$ cat src/rtl/csi_fw_pkg.sv
// Shared types and constants for the CSI-2 frame writer.
// States, CSI data types and error-flag bit positions.
package csi_fw_pkg;

   typedef enum logic [1:0] {
      IDLE,
      WAIT_LINE,
      IN_LINE,
      DONE
   } state_t;

   localparam logic [7:0] DT_FS   = 8'h00;
   localparam logic [7:0] DT_FE   = 8'h01;
   localparam logic [7:0] DT_RAW8 = 8'h2A;

   localparam int ERR_SHORT   = 0;
   localparam int ERR_EXTRA   = 1;
   localparam int ERR_MISS_FE = 2;

endpackage

$ cat src/rtl/csi_addr_gen.sv
// Running RAM word address for the frame writer.
// Ports: clk, reset (sync, low), load/sel, inc, next_line -> addr.
module csi_addr_gen
   import csi_fw_pkg::*;
#(
   parameter int WORDS_PER_LINE = 160,
   parameter int FRAME_WORDS    = 76800,
   parameter int ADDR_W         = 18
) (
   input  logic              clk,
   input  logic              reset,
   input  logic              load,
   input  logic              sel,
   input  logic              inc,
   input  logic              next_line,
   output logic [ADDR_W-1:0] addr
);

   localparam logic [ADDR_W-1:0] FW  = ADDR_W'(FRAME_WORDS);
   localparam logic [ADDR_W-1:0] WPL = ADDR_W'(WORDS_PER_LINE);
   localparam logic [ADDR_W-1:0] ONE = ADDR_W'(1);

   logic [ADDR_W-1:0] line_base;
   logic [ADDR_W-1:0] next_base;

   assign next_base = line_base + WPL;

   // line_base tracks the start of the current line so a short
   // line can jump straight to the next line slot.
   always_ff @(posedge clk) begin
      if (!reset) begin
         addr      <= '0;
         line_base <= '0;
      end else if (load) begin
         addr      <= sel ? FW : '0;
         line_base <= sel ? FW : '0;
      end else if (next_line) begin
         addr      <= next_base;
         line_base <= next_base;
      end else if (inc) begin
         addr      <= addr + ONE;
      end
   end

endmodule

$ cat src/rtl/csi_frame_writer.sv
// CSI-2 RAW8 frame writer into a ping-pong RAM with geometry checks.
// Ports: stream in (data/valid/FS/FE/LS), RAM write out, frame status.
module csi_frame_writer
   import csi_fw_pkg::*;
#(
   parameter int WORDS_PER_LINE  = 160,
   parameter int LINES_PER_FRAME = 480,
   parameter int ADDR_W          = 18
) (
   input  logic              mipi_clk_8,
   input  logic              reset,
   input  logic [31:0]       data_i,
   input  logic              valid_i,
   input  logic              frame_start_i,
   input  logic              frame_end_i,
   input  logic              line_start_i,
   output logic              wr_en_o,
   output logic [ADDR_W-1:0] wr_addr_o,
   output logic [31:0]       wr_data_o,
   output logic              buf_sel_o,
   output logic              frame_done_o,
   output logic              done_buf_o,
   output logic              frame_err_o,
   output logic [2:0]        err_flags_o
);

   localparam int FRAME_WORDS = WORDS_PER_LINE * LINES_PER_FRAME;
   localparam int WC_W = $clog2(WORDS_PER_LINE) + 1;
   localparam int LC_W = $clog2(LINES_PER_FRAME) + 1;
   localparam logic [WC_W-1:0] LAST_WORD = WC_W'(WORDS_PER_LINE - 1);
   localparam logic [LC_W-1:0] MAX_LINES = LC_W'(LINES_PER_FRAME);

   state_t            state;
   logic [WC_W-1:0]   word_cnt;
   logic [WC_W-1:0]   cur_wc;
   logic [LC_W-1:0]   line_cnt;
   logic [LC_W-1:0]   line_inc;
   logic [ADDR_W-1:0] addr;
   logic              ag_load;
   logic              ag_next;
   logic              ag_inc;
   logic              take;
   logic              last_word;

   assign line_inc = line_cnt + LC_W'(1);

   csi_addr_gen #(
      .WORDS_PER_LINE (WORDS_PER_LINE),
      .FRAME_WORDS    (FRAME_WORDS),
      .ADDR_W         (ADDR_W)
   ) u_addr (
      .clk       (mipi_clk_8),
      .reset     (reset),
      .load      (ag_load),
      .sel       (buf_sel_o),
      .inc       (ag_inc),
      .next_line (ag_next),
      .addr      (addr)
   );

   // take: this cycle's word is written; cur_wc is its index in the line.
   always_comb begin
      ag_load = 1'b0;
      ag_next = 1'b0;
      ag_inc  = 1'b0;
      take    = 1'b0;
      cur_wc  = word_cnt;
      unique case (state)
         IDLE: ag_load = frame_start_i;
         WAIT_LINE: begin
            ag_load = frame_start_i;
            take    = !frame_start_i && !frame_end_i && line_start_i
                      && valid_i && (line_cnt != MAX_LINES);
            cur_wc  = '0;
         end
         IN_LINE: begin
            ag_load = frame_start_i;
            ag_next = !frame_start_i && !frame_end_i && line_start_i;
            take    = !frame_start_i && !frame_end_i && !line_start_i
                      && valid_i;
         end
         DONE: ;
      endcase
      last_word = take && (cur_wc == LAST_WORD);
      if (take) begin
         ag_next = last_word;
         ag_inc  = !last_word;
      end
   end

   always_ff @(posedge mipi_clk_8) begin
      if (!reset) begin
         state        <= IDLE;
         word_cnt     <= '0;
         line_cnt     <= '0;
         wr_en_o      <= 1'b0;
         wr_addr_o    <= '0;
         wr_data_o    <= '0;
         buf_sel_o    <= 1'b0;
         frame_done_o <= 1'b0;
         done_buf_o   <= 1'b0;
         frame_err_o  <= 1'b0;
         err_flags_o  <= '0;
      end else begin
         wr_en_o <= take;
         if (take) begin
            wr_addr_o <= addr;
            wr_data_o <= data_i;
         end
         frame_done_o <= 1'b0;
         frame_err_o  <= 1'b0;
         // missing_fe is only shown for the cycle of the restart
         err_flags_o[ERR_MISS_FE] <= 1'b0;
         unique case (state)
            IDLE: begin
               if (frame_start_i) begin
                  state       <= WAIT_LINE;
                  line_cnt    <= '0;
                  err_flags_o <= '0;
               end
            end
            WAIT_LINE, IN_LINE: begin
               if (frame_start_i) begin
                  state       <= WAIT_LINE;
                  line_cnt    <= '0;
                  frame_err_o <= 1'b1;
                  err_flags_o <= '0;
                  err_flags_o[ERR_MISS_FE] <= 1'b1;
               end else if (frame_end_i) begin
                  if (state == IN_LINE && word_cnt != '0)
                     err_flags_o[ERR_SHORT] <= 1'b1;
                  state <= DONE;
               end else if (line_start_i) begin
                  if (state == WAIT_LINE) begin
                     if (line_cnt == MAX_LINES) begin
                        err_flags_o[ERR_EXTRA] <= 1'b1;
                     end else begin
                        word_cnt <= '0;
                        state    <= IN_LINE;
                     end
                  end else begin
                     err_flags_o[ERR_SHORT] <= 1'b1;
                     line_cnt <= line_inc;
                     word_cnt <= '0;
                     // the truncated line filled the frame: new one is extra
                     if (line_inc == MAX_LINES) begin
                        err_flags_o[ERR_EXTRA] <= 1'b1;
                        state <= WAIT_LINE;
                     end
                  end
               end
            end
            DONE: begin
               if (line_cnt == MAX_LINES && err_flags_o == '0) begin
                  frame_done_o <= 1'b1;
                  done_buf_o   <= buf_sel_o;
                  buf_sel_o    <= ~buf_sel_o;
               end else begin
                  frame_err_o  <= 1'b1;
               end
               state <= IDLE;
            end
            default: state <= IDLE;
         endcase
         if (take) begin
            word_cnt <= cur_wc + WC_W'(1);
            if (last_word) begin
               line_cnt <= line_inc;
               state    <= WAIT_LINE;
            end else begin
               state    <= IN_LINE;
            end
         end
      end
   end

endmodule

$ cat config.mk
export PLATFORM = sky130hd
export DESIGN_NAME = csi_frame_writer
export DESIGN_NICKNAME = d
export VERILOG_FILES = /design/src/rtl/csi_fw_pkg.sv /design/src/rtl/csi_addr_gen.sv /design/src/rtl/csi_frame_writer.sv
export SDC_FILE = /design/constraint.sdc
export NUM_CORES = 1
export LEC_CHECK = 0
export ABC_CLOCK_PERIOD_IN_PS = 6700
export CAP_MARGIN = 40
export CORE_MARGIN = 2
export CORE_UTILIZATION = 57
export DETAILED_ROUTE_END_ITERATION = 6
export HOLD_SLACK_MARGIN = 0.1
export PLACE_DENSITY = 0.9
export SYNTH_ARGS = -nofsm -noshare
export SYNTH_HDL_FRONTEND = slang
export SYNTH_SLANG_ARGS = --single-unit
$ cat constraint.sdc
create_clock -name mipi_clk_8 -period 6.7 [get_ports mipi_clk_8]
set_input_delay 1.34 -clock mipi_clk_8 [delete_from_list [all_inputs] [get_ports mipi_clk_8]]
set_output_delay 1.34 -clock mipi_clk_8 [all_outputs]
set_load 0.01 [all_outputs]
Word level (Yosys, flattened, before mapping):

Index checks and enable logic that the tools add are counted.

* output and inout bits: 58
* flip-flop bits (word level): 115
* input port bits: 38
* logic and storage cells: 123

* add/sub/neg operators: 4
* equal/unequal tests: 22
* bitwise operators: 1
* muxes and demuxes: 52
* reduce and logical (&&, ||, !) cells: 29

Operator list (count)
* $mux 18: 5
* $mux 9: 8
* $mux 10: 7
* $mux 2: 12
* $eq 10x9->1 const B: 2
* $ne 4x4->1 const B: 5
* $pmux 10 s2: 1
* $add 18x1->18 const B: 1
* $add 18x8->18 const B: 1
* $mux 17: 1
* $mux 1: 14
* $ne 3x3->1 const B: 4
* $ne 6x6->1 const B: 2
* $add 10x1->10 const B: 1
* $ne 10x9->1 const B: 1
* $reduce_and 5->1: 2
* $add 9x1->9 const B: 1
* $eq 9x8->1 const B: 1
* $logic_and 1x1->1: 9
* $reduce_bool 9->1: 1
* $reduce_bool 2->1: 4
* $pmux 2 s3: 1
* $pmux 3 s2: 1
* $reduce_and 6->1: 1
* other kinds (15): 22

Logic depth before layout (Yosys ltp):

Gate-level depths: netlist (run 1).

* depth in word-level cells: 12
* mapped depth: 13
* mapped depth without buffers: 9

Modules after synthesis:

A second synthesis (run 1) with hierarchy kept.

* cells, all modules: 650
* area, all modules: 5715.5 um2

Modules (own cells, without submodules)
* csi_frame_writer: area an instance 4016.4 um2, instances 1, seq. area each 1581.5 um2, cells each 448
* csi_addr_gen: area an instance 1699.1 um2, instances 1, seq. area each 620.6 um2, cells each 202

Least setup slack after synthesis (run 1):

Ideal clock, no wire load.

* kind: input to register
* from: in frame_start_i
* to: reg u_addr.line_base[12]
* data arrival time: 3105 ps
* data required time: 6630 ps
* stages: 6
* path slack: 3524 ps
* buffers on the path: 1
* setup time: 70 ps
* cell sequence: or4b_1 > or4_4 > a21boi_4 > buf_6 > or3_1 > a21oi_1

* cells in the longest elaborated chain, start to end: 9
* elaborated cells between the ends (all ways): 14
* classes of those cells: 5 x mux; 9 x reduce/logical

RTL lines
* start: declaration: line csi_frame_writer.sv:14 `input logic frame_start_i,`
* $logic_not 1->1: line csi_frame_writer.sv:72, csi_frame_writer.sv:78, csi_frame_writer.sv:79
* $logic_and 1x1->1: line csi_frame_writer.sv:72, csi_frame_writer.sv:78, csi_frame_writer.sv:79
* $logic_and 1x1->1: line csi_frame_writer.sv:72, csi_frame_writer.sv:78
* $logic_and 1x1->1 (2 in a row): line csi_frame_writer.sv:73 `&& valid_i && (line_cnt != MAX_LINES);`
* $pmux 1 s2: line csi_frame_writer.sv:68 `unique case (state)`
* $logic_and 1x1->1: line csi_frame_writer.sv:84 `last_word = take && (cur_wc == LAST_WORD);`
* $mux 1: line csi_frame_writer.sv:85 `if (take) begin`
* $reduce_bool 2->1 (no source line)
* end signal: assignment: line csi_addr_gen.sv:36 `line_base <= sel ? FW : '0;`
* end signal: assignment: line csi_addr_gen.sv:39 `line_base <= next_base;`
* end: declaration: line csi_addr_gen.sv:23 `logic [ADDR_W-1:0] line_base;`

Parallel ways exist; a longest one is shown, timed or not.
A chain may end at the register's enable or synchronous reset.

Worst setup path after layout (run 1):

* from: in frame_start_i
* to: reg u_addr.addr[6]

* cells in the longest elaborated chain, start to end: 10
* elaborated cells between the ends (all ways): 17
* classes of those cells: 7 x mux; 10 x reduce/logical

RTL lines
* $logic_not 1->1: line csi_frame_writer.sv:72, csi_frame_writer.sv:78, csi_frame_writer.sv:79
* $logic_and 1x1->1: line csi_frame_writer.sv:72, csi_frame_writer.sv:78, csi_frame_writer.sv:79
* $logic_and 1x1->1: line csi_frame_writer.sv:72, csi_frame_writer.sv:78
* $logic_and 1x1->1 (2 in a row): line csi_frame_writer.sv:73
* $pmux 1 s2: line csi_frame_writer.sv:68
* $logic_and 1x1->1: line csi_frame_writer.sv:84
* $mux 1 or $logic_not 1->1 (tied branches): line csi_frame_writer.sv:85, csi_frame_writer.sv:87
* $mux 18 or $mux 1 (tied branches): line csi_addr_gen.sv:37, csi_frame_writer.sv:85
* $mux 18 or $reduce_bool 3->1 (tied branches)
* end signal: assignment: line csi_addr_gen.sv:35 `addr <= sel ? FW : '0;`
* end signal: assignment: line csi_addr_gen.sv:38 `addr <= next_base;`
* end signal: assignment: line csi_addr_gen.sv:41 `addr <= addr + ONE;`
* end: declaration: line csi_addr_gen.sv:16 `output logic [ADDR_W-1:0] addr`

Parallel ways exist; a longest one is shown, timed or not.

==> results.cfg, run 1 <==
[clocking]
postCtsSetupBuffers = 0
cts.clk_slew.worst_paths_ps = 100
numClockSinks = 110
cts_max_level = 3
cts_resized = 0
clock_latency_ps = 360
cts_hold_buffers = 0
cts_tree = yes
clk_root_buffer_cell = sky130_fd_sc_hd__clkbuf_8
cts_buffers = 9
max-clock-path-buffers = 2

[yosys]
synth-edff-count = 0
synthesis.nets = 756
yosysSeqAreaShare_pct = 39.8
post_synth.cell_area_avg_um2 = 7.81
synth-seq-cells = 110
synth-async-reset-ratio_pct = 0
post_synth_instance_area_mm2 = 0.00553
yosys_most_used_dff = sky130_fd_sc_hd__dfxtp_1
yosys.cell_types.count = 71
synthesis.instances = 708
syn_warnings = 0

[die]
pin_count = 96
chipHeight_um = 102
die_width_um = 102
placement_rows = 35
effective_utilization_at_floorplan_pct = 59.2
core_region_area_mm2 = 0.00933
die_area_mm2 = 0.0105

[final_layout]
layout-drive-gt1-share_pct = 4.60
area_growth_syn_to_layout_pct = 21.8
finalNetCount = 826
final-seq-area_mm2 = 0.00220
area_occupied_by_multi_input_gates_mm2 = 0.00308
num-fill-cells = 738
n_antenna_cell = 0
fin_util_pct = 72.2
layout.cells.most_common_list = sky130_fd_sc_hd__nand2_1, sky130_fd_sc_hd__dfxtp_1, sky130_fd_sc_hd__a21oi_1, sky130_fd_sc_hd__clkdlybuf4s50_1, sky130_fd_sc_hd__nand3_1
layout.cells.most_common = sky130_fd_sc_hd__nand2_1

[drt]
via_count = 5582
route.final.wire_length_um = 15100
routedWlPerCell_um = 16.6
drt-pass1-iter-count = 7
route.antenna.remaining_nets = 0
dr_iter_0_viols = 543
route.detailed.drc = 0
post_drt_via_cell_ratio = 6.13

[sta]
fin_crit_ps = 3850
timing.fmax_ghz = 0.260
worstMarginPinSlew_ps = 841
skew_ps = 12.6
timing_hold_violations_final = 0
timing.slew.headroom_pct = 43.4
rsz0062_at_grt = false
fin_setup_tns_ps = 0
finalSetupViolations = 0
final_min_period_over_clock_period_pct = 57.5
final_max_slew_viol_count = 0
hold-worst-slack_ps = 459

[worst_setup_path]
crit_path_max_fanout = 31
worst_setup_path_startpoint = frame_start_i
reg2regPathDepth = 9
r2r-start = state[1]
critPathKind = input port to flip-flop
r2r-end = line_cnt[4]
worst_ep_arrival_time_ps = 4120
rrSetupSlack_ps = 3060
cp-start-kind = input port
crit_slowest_cell = sky130_fd_sc_hd__clkdlybuf4s50_1
endpoint_kind = flip-flop
setup.worst_path.end = u_addr.addr[6]
worst_ep_required_time_ps = 6960
max_stage_delay_ps = 620
timing.critical_path.cells = clkdlybuf4s50_1 > or3b_2 > a311o_1 > a21boi_4 > o21ai_0 > a311oi_1

[power_and_ir_drop]
p_leak_uw = 0.00220
power_density_mw_per_mm2 = 175
power.ir.vdd_worst_uv = 146

[job]
cap_violations = 0

[status]
status = finished, final reports clean

[global_routing]
antenna_violations_before_repair = 0
grt_start_max_net_pins = 52
vias_in_the_first_global_route = 5230
grt_first_pass_wirelength_um = 24800
grt_use_total_pct = 29.3
grt_overflow = 0

[place]
finalWeightedCongestion = 0.929
port-buffer-count = 95
detailedPlacementHpwl_um = 10900

[min_path]
worst_hold_check_path_type = flip-flop to flip-flop
[registers in the layout, indices dropped and copies added, names as in the netlist]
register / flops
wr_data_o: 32
u_addr.addr: 18
wr_addr_o: 18
u_addr.line_base: 13
line_cnt: 10
word_cnt: 9
err_flags_o: 3
state: 2
buf_sel_o: 1
done_buf_o: 1
frame_done_o: 1
frame_err_o: 1
wr_en_o: 1
[metal layers]
metal	up-vias	routed length (um)	share of wire (%)	track usage [%]
li1	2704	-	-	-
met1	2610	6170	41	35.8
met2	230	7730	51	51.4
met3	38	896	5.9	5.88
met4	0	336	2.2	9.44
met5	-	0	0	0
[kinds of logic (layout without fill, tap and decap cells)]
logic type / after synthesis / after routing / synth area share, %
AND/OR/NAND/NOR: 303 / 303 / 27.1
AO/OA/AOI/OAI: 200 / 200 / 22.5
flip-flops: 110 / 110 / 39.8
buffers and inverters: 62 / 136 / 4.57
XOR/XNOR: 18 / 18 / 2.85
adder cells (fa/ha/maj): 10 / 10 / 2.26
multiplexers: 5 / 5 / 0.906
[worst min path at each step]
stage | start | endpoint | slack, ps | cells after the start
2_1_floorplan | u_addr.addr[12] | wr_addr_o[12] | 440 | 2
3_5_place_dp | wr_data_o[6] | wr_data_o[6] | 450 | 2
5_1_grt | wr_addr_o[6] | wr_addr_o[6] | 470 | 2
3_3_place_gp | wr_data_o[11] | wr_data_o[11] | 440 | 2
6_report | wr_data_o[26] | wr_data_o[26] | 460 | 2
4_1_cts | wr_data_o[10] | wr_data_o[10] | 460 | 2
[power breakdown]
| group | switching, uW | internal, uW |
|---|---|---|
| clock network | 227 | 148 |
| logic | 77.0 | 55.0 |
| registers | 9.59 | 662 |
| total | 313 | 865 |
[layout make-up]
type | count | area share [%]
flip-flops and latches | 110 | 32.7
multi-input cells | 536 | 45.8
well taps | 129 | 2.40
repair buffers | 102 | 15.4
inverters | 19 | 1.06
clock inverters | 5 | 0.650
clock buffers | 10 | 2.04
[critical path, delay by kind of cell]
family	cells	cell delay (ps)
compound gates	4	1530
buf+inv	1	620
simple gates	1	610
[through the flow]
stage | worst slack [ps] | power [uW] | instance area [um^2] | std cells
after detailed placement | 2540 | 815 | 6550 | 896
final | 2850 | 1180 | 6730 | 911
after CTS | 2930 | 1180 | 6730 | 911
after floorplan | 3520 | 762 | 5530 | 708
after global routing | 2680 | 1230 | 6730 | 911
after global placement | 2280 | 809 | 6490 | 892
[synthesized netlist by cell type (8+ instances only)]
library cell	n	area, um^2
sky130_fd_sc_hd__nand2_1	140	526
sky130_fd_sc_hd__dfxtp_1	110	2200
sky130_fd_sc_hd__a21oi_1	101	505
sky130_fd_sc_hd__nand3_1	37	185
sky130_fd_sc_hd__clkbuf_1	30	113
sky130_fd_sc_hd__o21ai_0	29	145
sky130_fd_sc_hd__nor2_1	25	93.8
sky130_fd_sc_hd__nor3_1	22	110
sky130_fd_sc_hd__inv_1	19	71.3
sky130_fd_sc_hd__or3_1	14	87.6
sky130_fd_sc_hd__nand4_1	12	75.1
sky130_fd_sc_hd__ha_1	10	125
sky130_fd_sc_hd__xnor2_1	9	78.8
sky130_fd_sc_hd__xor2_1	9	78.8
sky130_fd_sc_hd__o31ai_1	8	60.1
(Power assumes the default switching activity.)
==> inputs of run 2 (changes only) <==
--- a/config.mk
+++ b/config.mk
@@ -5,13 +5,13 @@
 export SDC_FILE = /design/constraint.sdc
 export NUM_CORES = 1
 export LEC_CHECK = 0
-export ABC_CLOCK_PERIOD_IN_PS = 6700
+export ABC_CLOCK_PERIOD_IN_PS = 3500
 export CAP_MARGIN = 40
 export CORE_MARGIN = 2
-export CORE_UTILIZATION = 57
+export CORE_UTILIZATION = 48
 export DETAILED_ROUTE_END_ITERATION = 6
 export HOLD_SLACK_MARGIN = 0.1
-export PLACE_DENSITY = 0.9
+export PLACE_DENSITY = 0.81
 export SYNTH_ARGS = -nofsm -noshare
 export SYNTH_HDL_FRONTEND = slang
 export SYNTH_SLANG_ARGS = --single-unit
==> constraint.sdc (replaced) <==
create_clock -name mipi_clk_8 -period 3.5 [get_ports mipi_clk_8]
set_input_delay 0.7 -clock mipi_clk_8 [delete_from_list [all_inputs] [get_ports mipi_clk_8]]
set_output_delay 0.7 -clock mipi_clk_8 [all_outputs]
set_load 0.01 [all_outputs]
==> results.cfg, run 2 (same netlist as run 1, synthesis figures left out) <==
[final_layout]
layout.cells.most_common = sky130_fd_sc_hd__nand2_1
finalInstanceArea_mm2 = 0.00694
fin_cells = 936
max_flop_register = wr_data_o
area_growth_syn_to_layout_pct = 25.6
layout-drive-gt1-share_pct = 5.93
finalNetCount = 836
num-fill-cells = 1022
top_flop_regs = wr_data_o: 32 flops, u_addr.addr: 18 flops, wr_addr_o: 18 flops
largest_register_ff_count = 32
fin_util_pct = 61.3
layout.cells.most_common_list = sky130_fd_sc_hd__nand2_1, sky130_fd_sc_hd__dfxtp_1, sky130_fd_sc_hd__a21oi_1, sky130_fd_sc_hd__clkdlybuf4s50_1, sky130_fd_sc_hd__nand3_1
n_antenna_cell = 0

[die]
chipHeight_um = 111
die_width_um = 111
pin_count = 96
core_region_area_mm2 = 0.0113
effective_utilization_at_floorplan_pct = 48.8
placement_rows = 39
die_area_mm2 = 0.0124

[power_and_ir_drop]
p_leak_uw = 0.00231
switching_share_pct = 24.5
p_comb_share_pct = 9.8
internal_power_uw = 1980
power.net_switching_uw = 642
power_density_mw_per_mm2 = 377
power.ir.vdd_worst_uv = 259
clock_power_share_pct = 41.1
share_seq_of_total_power_pct = 49.0

[place]
port-buffer-count = 95
detailedPlacementHpwl_um = 10900
finalWeightedCongestion = 0.947
cell_area_placed_mm2 = 0.00663
dp.cells = 920

[sta]
hold-worst-slack_ps = 455
timing_hold_violations_final = 0
fin_crit_ps = 3080
skew_ps = 9.11
final_max_slew_viol_count = 0
finalSetupViolations = 0
worstMarginPinSlew_ps = 737
rsz0062_at_grt = false
timing.slew.headroom_pct = 50.5
fin_setup_tns_ps = 0
timing.fmax_ghz = 0.325
final_min_period_over_clock_period_pct = 88.0

[min_path]
worstHoldPathCells = 2
min_delay_src = wr_data_o[21]
worst_hold_check_path_type = flip-flop to flip-flop
hold_end = wr_data_o[21]

[clocking]
postCtsSetupBuffers = 0
cts_buffers = 9
clk_root_buffer_cell = sky130_fd_sc_hd__clkbuf_16
cts_resized = 0
cts_hold_buffers = 0
cts_max_level = 3
clock_latency_ps = 350
numClockSinks = 110
cts_tree = yes
cts.clk_slew.worst_paths_ps = 70
max-clock-path-buffers = 2

[global_routing]
vias_in_the_first_global_route = 5461
antenna_violations_before_repair = 0
grt_overflow = 0
grt_start_max_net_pins = 46
grt_first_pass_wirelength_um = 25400
grt_use_total_pct = 24.4

[worst_setup_path]
reg2regPathDepth = 8
crit_path_max_fanout = 31
r2r-start = state[1]
rrSetupSlack_ps = 420
worst_ep_arrival_time_ps = 3330
r2r-end = u_addr.addr[6]
cp-start-kind = flip-flop
endpoint_kind = flip-flop
critPathKind = flip-flop to flip-flop
worst_ep_required_time_ps = 3750

[drt]
top_layer = met4
wl_met3_um = 819
routed-wl-met2_um = 7490
via_count = 5598
drt-pass1-iter-count = 5
post_drt_via_cell_ratio = 5.98
m1WireLength_um = 6260
dr_iter_0_viols = 398
route.antenna.remaining_nets = 0
route.final.wire_length_um = 15100
routedWlPerCell_um = 16.1
route.detailed.drc = 0

[job]
cap_violations = 0

[status]
status = finished, final reports clean
[run 2: layout make-up]
cell class / count / area [um^2] / share of cell area, %
well taps: 143 / 179 / 2.58
repair buffers: 112 / 1090 / 15.7
flip-flops and latches: 110 / 2200 / 31.7
clock buffers: 11 / 253 / 3.64
multi-input cells: 536 / 3080 / 44.4
inverters: 19 / 71.3 / 1.03
clock inverters: 5 / 63.8 / 0.919
[run 2: critical path: stages (launching register included)]
cell                       delay (ps)
sky130_fd_sc_hd__dfxtp_1          350
sky130_fd_sc_hd__inv_1            100
sky130_fd_sc_hd__ha_1             240
sky130_fd_sc_hd__buf_4            240
sky130_fd_sc_hd__or3b_2           520
sky130_fd_sc_hd__a311o_1          400
sky130_fd_sc_hd__a21boi_4         620
sky130_fd_sc_hd__o21ai_0          220
sky130_fd_sc_hd__a311oi_1         290
[run 2: metrics by stage]
stage	worst slack, ps	power, uW
after CTS	464	2630
after global routing	179	2710
after floorplan	621	1460
after detailed placement	215	1570
final	420	2620
after global placement	298	1560
[run 2: routing by layer]
metal | vias to the layer above | global-route usage, %
met1 | 2665 | 29.0
met4 | 0 | 11.7
met3 | 40 | 4.65
met2 | 178 | 42.5
met5 | - | 0
li1 | 2715 | -
[run 2: how the worst max path moves through the flow]
stage / slack, ps / from / end / cells past startpoint
detailed placement: 210 / frame_start_i / u_addr.addr[6] / 6
global route: 180 / state[1] / u_addr.addr[6] / 8
global placement: 300 / frame_start_i / u_addr.line_base[13] / 6
floorplan: 620 / state[1] / line_cnt[8] / 12
finish: 420 / state[1] / u_addr.addr[6] / 8
CTS: 460 / state[1] / u_addr.addr[6] / 8
[run 2: power groups by stage]
| stage | clock network (uW) | logic, uW | registers [uW] |
|---|---|---|---|
| after floorplan | 0 | 147 | 1310 |
| after global placement | 0 | 246 | 1310 |
| after detailed placement | 0 | 253 | 1310 |
| after CTS | 1090 | 255 | 1280 |
| after global routing | 1140 | 281 | 1290 |
| final | 1080 | 258 | 1280 |
==> inputs of run 3 (changes only) <==
--- a/config.mk
+++ b/config.mk
@@ -8,10 +8,10 @@
 export ABC_CLOCK_PERIOD_IN_PS = 3500
 export CAP_MARGIN = 40
 export CORE_MARGIN = 2
-export CORE_UTILIZATION = 48
+export CORE_UTILIZATION = 35
 export DETAILED_ROUTE_END_ITERATION = 6
 export HOLD_SLACK_MARGIN = 0.1
-export PLACE_DENSITY = 0.81
+export PLACE_DENSITY = 0.64
 export SYNTH_ARGS = -nofsm -noshare
 export SYNTH_HDL_FRONTEND = slang
 export SYNTH_SLANG_ARGS = --single-unit
==> results.cfg, run 3 (same netlist as run 1, synthesis figures left out) <==
[status]
status = finished, final reports clean

[die]
chipHeight_um = 130
die_width_um = 130
core_region_area_mm2 = 0.0153
pin_count = 96
placement_rows = 45
die_area_mm2 = 0.0168
effective_utilization_at_floorplan_pct = 36.1

[min_path]
worst_hold_check_path_type = flip-flop to flip-flop
worstHoldPathCells = 2
hold_end = wr_addr_o[12]
min_delay_src = wr_addr_o[12]

[worst_setup_path]
rrSetupSlack_ps = 410
reg2regPathDepth = 9
worst_ep_arrival_time_ps = 3360
crit_path_max_fanout = 31
cp-start-kind = flip-flop
worst_ep_required_time_ps = 3770
endpoint_kind = flip-flop
r2r-start = state[1]
critPathKind = flip-flop to flip-flop
r2r-end = u_addr.line_base[13]

[global_routing]
grt_first_pass_wirelength_um = 24700
gr-usage-met1_pct = 25.5
grt_start_max_net_pins = 61
grt_use_total_pct = 18.4
grt_overflow = 0
met2_usage_pct = 29.1
antenna_violations_before_repair = 0
grt-busiest-layer = met2
use_met3_pct = 2.77
vias_in_the_first_global_route = 4834

[sta]
final_max_slew_viol_count = 0
skew_ps = 8.78
final_min_period_over_clock_period_pct = 88.2
timing.slew.headroom_pct = 49.6
hold-worst-slack_ps = 453
rsz0062_at_grt = false
fin_setup_tns_ps = 0
timing.fmax_ghz = 0.324
fin_crit_ps = 3090
finalSetupViolations = 0
timing_hold_violations_final = 0
worstMarginPinSlew_ps = 754

[drt]
route.final.wire_length_um = 15300
drt-pass1-iter-count = 5
route.detailed.drc = 0
dr_iter_0_viols = 512
via_count = 5423
routedWlPerCell_um = 15.2
post_drt_via_cell_ratio = 5.39
route.antenna.remaining_nets = 0

[clocking]
clk_root_buffer_cell = sky130_fd_sc_hd__clkbuf_16
cts_tree = yes
cts_hold_buffers = 0
cts_resized = 0
max-clock-path-buffers = 2
cts_buffers = 9
numClockSinks = 110
cts.clk_slew.worst_paths_ps = 70
postCtsSetupBuffers = 0
cts_max_level = 3
clock_latency_ps = 360

[power_and_ir_drop]
power.ir.vdd_worst_uv = 231
report.power.total_uw = 2580
p_leak_uw = 0.00232
power_density_mw_per_mm2 = 367

[final_layout]
layout.cells.most_common = sky130_fd_sc_hd__nand2_1
finalNetCount = 838
largest_register_ff_count = 32
n_antenna_cell = 0
top_flop_regs = wr_data_o: 32 flops, u_addr.addr: 18 flops, wr_addr_o: 18 flops
max_flop_register = wr_data_o
num-fill-cells = 1586
layout.cells.most_common_list = sky130_fd_sc_hd__nand2_1, sky130_fd_sc_hd__dfxtp_1, sky130_fd_sc_hd__a21oi_1, sky130_fd_sc_hd__clkdlybuf4s50_1, sky130_fd_sc_hd__nand3_1
area_growth_syn_to_layout_pct = 27.4
layout-drive-gt1-share_pct = 6.04

[place]
port-buffer-count = 95
finalWeightedCongestion = 0.880
detailedPlacementHpwl_um = 10500

[job]
cap_violations = 0
-- run 3: changes by cell type in the layout (fill, tap and decap cells not counted), sizes merged --
cell      before  now
bufinv         1    0
clkinvlp       1    0
inv           21   24
buf           17   19
clkinv         1    0
-- run 3: worst max path at each step --
stage                     slack, ps     startpoint                   end  cells after the start
after floorplan                 620       state[1]           line_cnt[8]                     12
after global placement          280  frame_start_i  u_addr.line_base[13]                      6
after detailed placement        230  frame_start_i       u_addr.addr[15]                      6
after CTS                       430       state[1]  u_addr.line_base[13]                      9
after global routing            210       state[1]  u_addr.line_base[13]                      9
final                           410       state[1]  u_addr.line_base[13]                      9
-- run 3: cell type report --
class                           instances  area (um^2)  area share [%]
Clock inverter                          5         46.3           0.658
Tap cell                              211          264            3.75
Inverter                               19         71.3            1.01
Clock buffer                           11          243            3.45
Sequential cell                       110         2200            31.3
Multi-Input combinational cell        536         3080            43.8
Timing Repair Buffer                  114         1130            16.1
-- run 3: through the flow --
stage          utilization [%]  setup WS, ps  instances  instance area [um^2]
2_1_floorplan                -           621        708                  5530
3_3_place_gp              44.1           283        990                  6750
3_5_place_dp              44.1           233        990                  6750
4_1_cts                   46.0           434       1006                  7040
5_1_grt                   46.0           206       1006                  7040
6_report                  46.0           414       1006                  7040
-- run 3: per-layer routing --
layer,share of wire [%],wire length (um),vias to the layer above
li1,-,-,2728
met1,47,7190,2543
met2,47,7140,134
met3,4.8,737,18
met4,1.6,245,0
met5,0,0,-
-- run 3: where the power goes --
group | total, uW | switching (uW) | internal (uW)
combinational | 259 | 146 | 113
clock | 1040 | 519 | 520
sequential | 1280 | 18.4 | 1270
-- run 3: worst max-delay path, stage by stage, from the launching register on --
cell and delay [ps]:
sky130_fd_sc_hd__dfxtp_1 410, sky130_fd_sc_hd__inv_1 80, sky130_fd_sc_hd__ha_1 360, sky130_fd_sc_hd__nor2b_1 220, sky130_fd_sc_hd__ha_1 220, sky130_fd_sc_hd__nand3_1 230
sky130_fd_sc_hd__or4_4 600, sky130_fd_sc_hd__a21boi_4 250, sky130_fd_sc_hd__or3_1 400, sky130_fd_sc_hd__a311oi_1 230
